[config.mk]
export PLATFORM = sky130hd
export DESIGN_NAME = double_dabble_bcd
export DESIGN_NICKNAME = d
export VERILOG_FILES = /design/src/rtl/double_dabble_bcd.sv
export SDC_FILE = /design/constraint.sdc
export NUM_CORES = 1
export LEC_CHECK = 0
export CORE_MARGIN = 5
export CORE_UTILIZATION = 50
export CTS_BUF_LIST = sky130_fd_sc_hd__clkbuf_8
export CTS_CLUSTER_DIAMETER = 200
export DETAILED_ROUTE_END_ITERATION = 10
export PLACE_DENSITY = 0.88
export SLEW_MARGIN = 20
export SYNTH_ARGS = -nofsm -noshare
export SYNTH_HDL_FRONTEND = slang
export SYNTH_SLANG_ARGS = --single-unit
export TNS_END_PERCENT = 50
[constraint.sdc]
create_clock -name clk -period 6.25 [get_ports clk]
set_input_delay 0.625 -clock clk [delete_from_list [all_inputs] [get_ports clk]]
set_output_delay 0.625 -clock clk [all_outputs]
set_load 0.02 [all_outputs]
[src/rtl/double_dabble_bcd.sv]
// -----------------------------------------------------------------------------
// double_dabble_bcd
//
// Purpose:
//   Converts an 8-bit unsigned binary value into three packed BCD digits.
//   The conversion uses the shift-and-add-3 (double-dabble) algorithm.
//   All 8 iterations are unrolled into combinational logic, so a result is
//   ready within one clock cycle. The result is captured in a single output
//   register. Latency is one cycle and a new value is accepted every cycle.
//
// Ports:
//   clk    in   1   single clock, rising-edge active
//   rst_n  in   1   synchronous active-low reset; clears bcd to 12'h000
//   bin    in   8   unsigned binary value to convert (0..255)
//   bcd    out  12  registered BCD result: [11:8] hundreds, [7:4] tens,
//                   [3:0] ones
//
// Interface notes:
//   There is no handshake and no valid strobe. On every rising edge with
//   rst_n=1, bcd loads the conversion of the bin value present at that edge.
//   Reset takes priority over that load.
// -----------------------------------------------------------------------------
module double_dabble_bcd (
    input  logic        clk,
    input  logic        rst_n,
    input  logic [7:0]  bin,
    output logic [11:0] bcd
);

    // Combinational conversion result, fed into the output register.
    logic [11:0] bcd_next;

    // The working register is {hundreds, tens, ones, binary}.
    // In each iteration, any BCD column holding 5 or more gets +3 before
    // the shift, so that the shift carries correctly into the next decade.
    // After 8 shifts, every binary bit has moved into the BCD field.
    // For inputs up to 255 the hundreds column never exceeds 2, so the
    // 12-bit BCD field cannot overflow.
    always_comb begin
        logic [19:0] work;
        work = {12'd0, bin};
        for (int i = 0; i < 8; i++) begin
            if (work[11:8] >= 4'd5) begin
                work[11:8] = work[11:8] + 4'd3;
            end
            if (work[15:12] >= 4'd5) begin
                work[15:12] = work[15:12] + 4'd3;
            end
            if (work[19:16] >= 4'd5) begin
                work[19:16] = work[19:16] + 4'd3;
            end
            work = {work[18:0], 1'b0};
        end
        bcd_next = work[19:8];
    end

    // Output register. It is the only state element in the block.
    always_ff @(posedge clk) begin
        if (!rst_n) begin
            bcd <= 12'h000;
        end else begin
            bcd <= bcd_next;
        end
    end

endmodule

### After elaboration in Yosys (flattened, before gate mapping)

Index checks and enable logic that the tools add are counted.

* memories: 0
* bits in registers: 12
* word-level logic and storage cells: 25
* output and inout bits: 12
* memory bits (read-only): 0
* bits in writable memories: 0
* latch bits: 0
* input bits: 10

* mux-type cells: 7
* div/mod/pow operators: 0
* equality and inequality tests: 0
* reductions and logical operators: 1
* shifts and indexed selects: 0
* $add $sub $neg: 7
* multiply operators: 0
* $lt $le $gt $ge: 7
* bitwise logic cells: 0

Operator list (count)
* $mux 4: 6
* $add 4x2->4 const B: 5
* $ge 4x3->1 const B: 5
* $add 3x2->4 const B: 2
* $ge 3x3->1 const B: 2
* $mux 3: 1
* $reduce_and 2->1: 1

### Longest topological paths before layout

Gate-level depths: netlist of run 1.

* word-level depth: 10
* mapped depth: 20
* gate-level depth less buffers: 20

### Least setup slack after synthesis of run 1

No wires, ideal clock.

* path type: input to register
* start: in bin[6]
* end: reg bcd[7]
* data required time: 6178 ps
* arrival time: 4519 ps
* setup time: 72 ps
* buffers on the path: 0
* setup slack: 1660 ps
* cell stages on the path: 18
* cells stage by stage: inv_1 -> ha_1 -> o21ai_0 -> xnor2_1 -> ha_1 -> nand2b_1 -> a32oi_4 -> xnor2_1 -> ha_1 -> nor2b_1 -> nor2_1 -> a21o_1 -> ha_1 -> or4_1 -> a31oi_1 -> o311ai_0 -> or3_1 -> mux2i_1

* cells in the longest elaborated chain, start to end: 10
* elaborated cells between the ends (all ways): 18
* those cells by class: add/sub: 6; order compare: 6; mux: 6

Ends and longest elaborated chain
* start: declaration: RTL line 26 `input logic [7:0] bin,`
* $add 3x2->4 or $ge 3x3->1 (tied branches): RTL line 44, 43
* $mux 4 (*): RTL line 43 `if (work[11:8] >= 4'd5) begin`
* $add 4x2->4 or $ge 4x3->1 (tied branches): RTL line 44, 43
* $mux 4: RTL line 43
* $ge 4x3->1 or $add 4x2->4 (tied branches): RTL line 43, 44
* $mux 4: RTL line 43
* $add 4x2->4, or another cell as far along: RTL line 44 `work[11:8] = work[11:8] + 4'd3;`
* $mux 4 or $mux 3 (tied branches): RTL line 43, 46
* $add 4x2->4 or $ge 4x3->1 (tied branches): RTL line 47, 46
* $mux 4 (*): RTL line 46 `if (work[15:12] >= 4'd5) begin`
* end signal: assignment: RTL line 62 `bcd <= bcd_next;`
* end: declaration: RTL line 27 `output logic [11:0] bcd`

Every way passes the cells marked *; elsewhere a longest branch is shown, timed or not.
A chain may end at the register's enable or synchronous reset.

### Worst setup path after layout of run 1

Same ends and word-level chain as after synthesis.

==> key figures, run 1 <==
Outcome
  • Status: finished clean

Cells and area
  • Multi-input combinational cell area: 916 um2
  • Fillers: 188
  • Area grow syn2layout: 20.2%
  • Biggest regs: bcd x10
  • Share of cells above drive strength 1: 10.5%
  • Ant diodes: 0
  • NumNets Final: 182
  • Biggest register: bcd
  • Max reg flops: 10
  • Seq. cell area: 200 um2

Setup path
  • Critical Path Max Stage Delay: 550 ps
  • Crit path DAT: 5660 ps
  • Setup crit end kind: flop
  • Crit-path leading delay family: simple AND/OR/NAND/NOR gates
  • Worst path buffer plus inverter count: 2
  • CP Launch Type: primary input
  • Most common cell on crit path: ha_1
  • CP cell instances: clkdlybuf4s50_1 -> inv_1 -> ha_1 -> o21ai_0 -> xnor2_1 -> ha_1 -> nand2b_1 -> a32oi_4 -> xnor2_1 -> ha_1 -> nor2b_1 -> nor2_1 -> a21o_1 -> ha_1 -> or4_1 -> a31oi_1 -> o311ai_0 -> or3_1 -> mux2i_1
  • CP Class: in2reg
  • Critical path's slowest cell: or4_1
  • CP required: 6400 ps
  • Largest fanout on the critical path: 8

Clock tree
  • CTS tree: done
  • H-tree Lvls: 1
  • CTS resizes: 0
  • CTS Hold Bufs: 0
  • CTS clk-pin slew, worst paths: 40 ps
  • Root Driver: clkbuf_8
  • Number of setup buffers added after CTS: 0
  • Clock buffer count from CTS: 3
  • CTS max path bufs: 2
  • Clock sink total: 10

Synth
  • Synth top area cells: dfxtp_1 17%, ha_1 8.4%, xnor2_1 3.7%, inv_1 3.5%, a21oi_1 3.4%
  • Synth top area share: 16.9%
  • Post-Syn Area per Cell: 8.17 um2
  • Synth warnings: 0
  • Synth Flop Type: dfxtp_1
  • Cell taking the most area after synthesis: dfxtp_1
  • Ys async rst share: 0%
  • Syn Inst Count: 145
  • Count of cell types in the netlist: 58
  • Top post-synthesis cells by count: 11 x inv_1, 10 x dfxtp_1, 8 x a21oi_1, 8 x ha_1, 8 x nor2_1
  • Yosys reg bits: 10
  • Post-synthesis sequential area ratio: 16.9%
  • Number of synthesized flops with an enable pin: 0
  • Most frequent cell after synthesis: inv_1
  • Synth Cell Area: 1180 um2

Power and ir drop
  • Net switching power: 0.147 mW
  • Cell Int Power: 0.215 mW
  • P_leak: 0.575 nW
  • Register share of total power: 21.9%
  • Clock share of power: 17.4%
  • Sw frac: 40.7%
  • Combinational Power Share: 60.7%
  • Peak VDD IR: 173 uV
  • Power Density: 254 nW/um2

Detailed routing
  • Vias: 1,139
  • Detail Route Antenna Nets: 0
  • DRC: 0
  • Initial DRC Count: 37
  • Routed WL: 2530 um
  • Wire per inst: 13.3 um
  • Pre-Repair DR Iteration Count: 4
  • Vias/cell: 5.99

Floorplan
  • Die Y-Extent: 58.7 um
  • Starting density of the core: 53.1%
  • Die width: 58.7 um
  • Row cnt: 17
  • Die area: 3440 um2
  • CORE AREA: 2230 um2
  • IO Pins: 22

Timing
  • Maximum clock rate: 181 MHz
  • RSZ-0062 raised after global routing: no
  • Final Critical Period: 5510 ps
  • Final Max Tran Viols: 0
  • Setup violators final: 0
  • Hold Violations, Final: 0
  • Worst slew pin tran: 627 ps
  • Max_slew headroom: 57.9%
  • Final period util: 88.2%
  • PnR worst setup slack: 739 ps
  • Setup TNS: 0 ps

Global routing
  • Initial antenna violation count: 0
  • First-pass GRT wire length: 4370 um
  • Vias in the first global route: 1,061
  • Residual overflow from global routing: 0
  • Pin count of the biggest net entering global routing: 15
  • GRT Util Overall: 15.9%

Hold path
  • Min-delay worst type: in2reg

Placement
  • Worst slack, placed: 507 ps
  • Buffers on Ports: 19
  • Dpl hpwl: 2040 um
  • Gpl congestion: 0.820

Job
  • MaxCap Viol Count: 0
[through the flow]
step,instances,hold WS (ps),util (%),power [mW],area [um2]
finish,190,983,63.8,0.362,1420
global route,190,999,63.8,0.389,1420
CTS,190,979,63.8,0.363,1420
detailed placement,187,1210,61.9,0.298,1380
global placement,187,1210,61.9,0.290,1380
floorplan,146,752,-,0.242,1190
[cells by family after synthesis]
kind of cell	synth area share, %
DFF	16.9
adders and majority gates	8.45
xor gates and xnor gates	3.70
and+or+nand+nor	23.3
buffers and inverters	6.12
muxes	7.81
other	0.316
AOI/OAI and AO/OA	33.4
[routing by layer]
layer	vias to the layer above	track usage [%]	part of all wire, %
li1	574	-	-
met1	517	17.7	43
met2	41	28.7	49
met3	7	1.97	5.9
met4	0	9.39	2.3
met5	-	0	0
[path summary, 6_finish.rpt]
| check | end | startpoint | cells after the start |
|---|---|---|---|
| worst max-delay path | bcd[7] | bin[6] | 19 |
| worst min-delay path | bcd[0] | bin[0] | 2 |
[cell type report]
type                    count  area share [%]
well taps                  28            2.46
multi-input cells         119            64.3
clock buffers               3            2.90
repair buffers             19            13.4
flip-flops and latches     10            14.1
inverters                  11            2.90
[power groups by stage]
| stage | clock, mW | sequential (mW) | combinational, mW |
|---|---|---|---|
| 2_1_floorplan | 0 | 0.0976 | 0.144 |
| 3_3_place_gp | 0 | 0.0805 | 0.209 |
| 3_5_place_dp | 0 | 0.0807 | 0.217 |
| 4_1_cts | 0.0648 | 0.0796 | 0.219 |
| 5_1_grt | 0.0680 | 0.0807 | 0.240 |
| 6_report | 0.0629 | 0.0794 | 0.220 |
[placed cells by master, fill, tap and decap left out, types with 2 or more instances in the layout]
cell type,n
a31oi_1,4
inv_1,11
mux2i_1,3
clkbuf_8,3
nor2_1,8
ha_1,8
nand2_1,7
xnor2_1,5
a21oi_1,8
and3_1,2
nand4_1,3
nand3b_1,2
a211o_1,2
nand3_1,3
conb_1,2
nor3_1,7
dfxtp_1,10
and2_1,4
nand2b_1,4
nor2b_1,2
clkdlybuf4s50_1,19
a21o_1,3
a21boi_0,2
o21ai_0,7
No activity file was read; power rests on OpenSTA's default activity.
==> run 2: changes to the inputs <==
CORE_ASPECT_RATIO = 0.75   (was unset)
==> key figures, run 2 (synthesis results as in run 1) <==
Placement
  • Buffers on Ports: 19
  • Inst Count DP: 193
  • Gpl congestion: 0.826
  • Dpl hpwl: 2240 um

Floorplan
  • Die width: 66.2 um
  • Die area: 3450 um2
  • Die Y-Extent: 52.2 um
  • Starting density of the core: 51.7%
  • CORE AREA: 2290 um2
  • Row cnt: 15
  • IO Pins: 22

Detailed routing
  • Initial DRC Count: 79
  • Routed WL: 2960 um
  • Vias/cell: 5.91
  • DRC: 0
  • Pre-Repair DR Iteration Count: 4
  • Wire per inst: 15.0 um
  • Vias: 1,165
  • Detail Route Antenna Nets: 0

Setup path
  • Crit path DAT: 5960 ps
  • CP Class: in2reg
  • CP required: 6410 ps
  • Worst Setup SP: bin[6]
  • CP Launch Type: primary input
  • Setup crit end kind: flop
  • Critical path's slowest cell: clkdlybuf4s50_1
  • Largest fanout on the critical path: 8
  • Critical Path Max Stage Delay: 560 ps
  • CP cell instances: clkdlybuf4s50_1 -> inv_1 -> ha_1 -> o21ai_0 -> xnor2_1 -> ha_1 -> nand2b_1 -> a32oi_4 -> xnor2_1 -> ha_1 -> nor2b_1 -> nor2_1 -> a21o_1 -> ha_1 -> or4_1 -> a31oi_1 -> o311ai_0 -> or3_1 -> mux2i_1
  • Most common cell on crit path: ha_1
  • Worst path buffer plus inverter count: 2
  • Crit-path leading delay family: simple AND/OR/NAND/NOR gates

Timing
  • Final period util: 92.8%
  • Maximum clock rate: 172 MHz
  • Max_slew headroom: 59.9%
  • Setup TNS: 0 ps
  • RSZ-0062 raised after global routing: no
  • Final Max Tran Viols: 0
  • Final Critical Period: 5800 ps
  • Setup violators final: 0
  • Worst slew pin tran: 601 ps
  • Hold Violations, Final: 0

Global routing
  • GRT Util Overall: 18.4%
  • Initial antenna violation count: 0
  • Vias in the first global route: 1,095
  • Residual overflow from global routing: 0
  • First-pass GRT wire length: 4930 um
  • Pin count of the biggest net entering global routing: 15

Clock tree
  • CTS tree: done
  • H-tree Lvls: 1
  • CTS resizes: 0
  • CTS Hold Bufs: 0
  • Root Driver: clkbuf_8
  • Number of setup buffers added after CTS: 0
  • Clock buffer count from CTS: 3
  • CTS max path bufs: 2
  • Clock sink total: 10
  • CTS clk-pin slew, worst paths: 50 ps

Cells and area
  • Area grow syn2layout: 22.0%
  • Commonest non-fill, non-tap cell in the layout: clkdlybuf4s50_1
  • Max reg flops: 10
  • Ant diodes: 0
  • Biggest regs: bcd x10
  • Biggest register: bcd
  • Fillers: 197
  • Non-Filler Instances: 197
  • NumNets Final: 182
  • Share of cells above drive strength 1: 11.0%
  • Most frequent cells in the layout: 19 x clkdlybuf4s50_1, 11 x inv_1, 10 x dfxtp_1

Power and ir drop
  • P_leak: 0.582 nW
  • Peak VDD IR: 90.7 uV
  • Power Density: 267 nW/um2

Job
  • MaxCap Viol Count: 0

Outcome
  • Status: finished clean

Hold path
  • Hold wc startpoint: bin[0]
  • Min-delay worst type: in2reg
-- run 2: through the flow --
stage          utilization [%]  instance area (um2)  worst slack (ps)  hold WS [ps]  power, mW
2_1_floorplan                -                 1190              1660           752      0.242
3_3_place_gp              60.7                 1390               725          1210      0.290
3_5_place_dp              60.7                 1390               363          1210      0.302
4_1_cts                   63.1                 1450               534           967      0.384
5_1_grt                   63.1                 1450               220           983      0.411
6_report                  63.1                 1450               450           968      0.386
-- run 2: layout make-up --
class                      count  area, um2  share of cell area (%)
clock buffer                   4       55.1                    3.81
inverter                      11       41.3                    2.86
timing repair buffer          19        190                    13.2
tap                           34       42.5                    2.94
multi-input combinational    119        916                    63.4
sequential                    10        200                    13.9
-- run 2: worst paths after layout --
check	to	depth (start not counted)
worst min-delay path	bcd[0]	2
worst max-delay path	bcd[7]	19
-- run 2: layer usage --
layer	wire (um)	vias up	track usage, %
li1	-	575	-
met1	1320	541	23.3
met2	1430	43	31.1
met3	160	6	3.24
met4	50	0	6.76
met5	0	-	0
-- run 2: power by group --
group / total [mW] / internal (mW) / switching [mW]
logic: 0.225 / 0.0961 / 0.129
registers: 0.0797 / 0.0767 / 0.00298
clock network: 0.0803 / 0.0553 / 0.0250
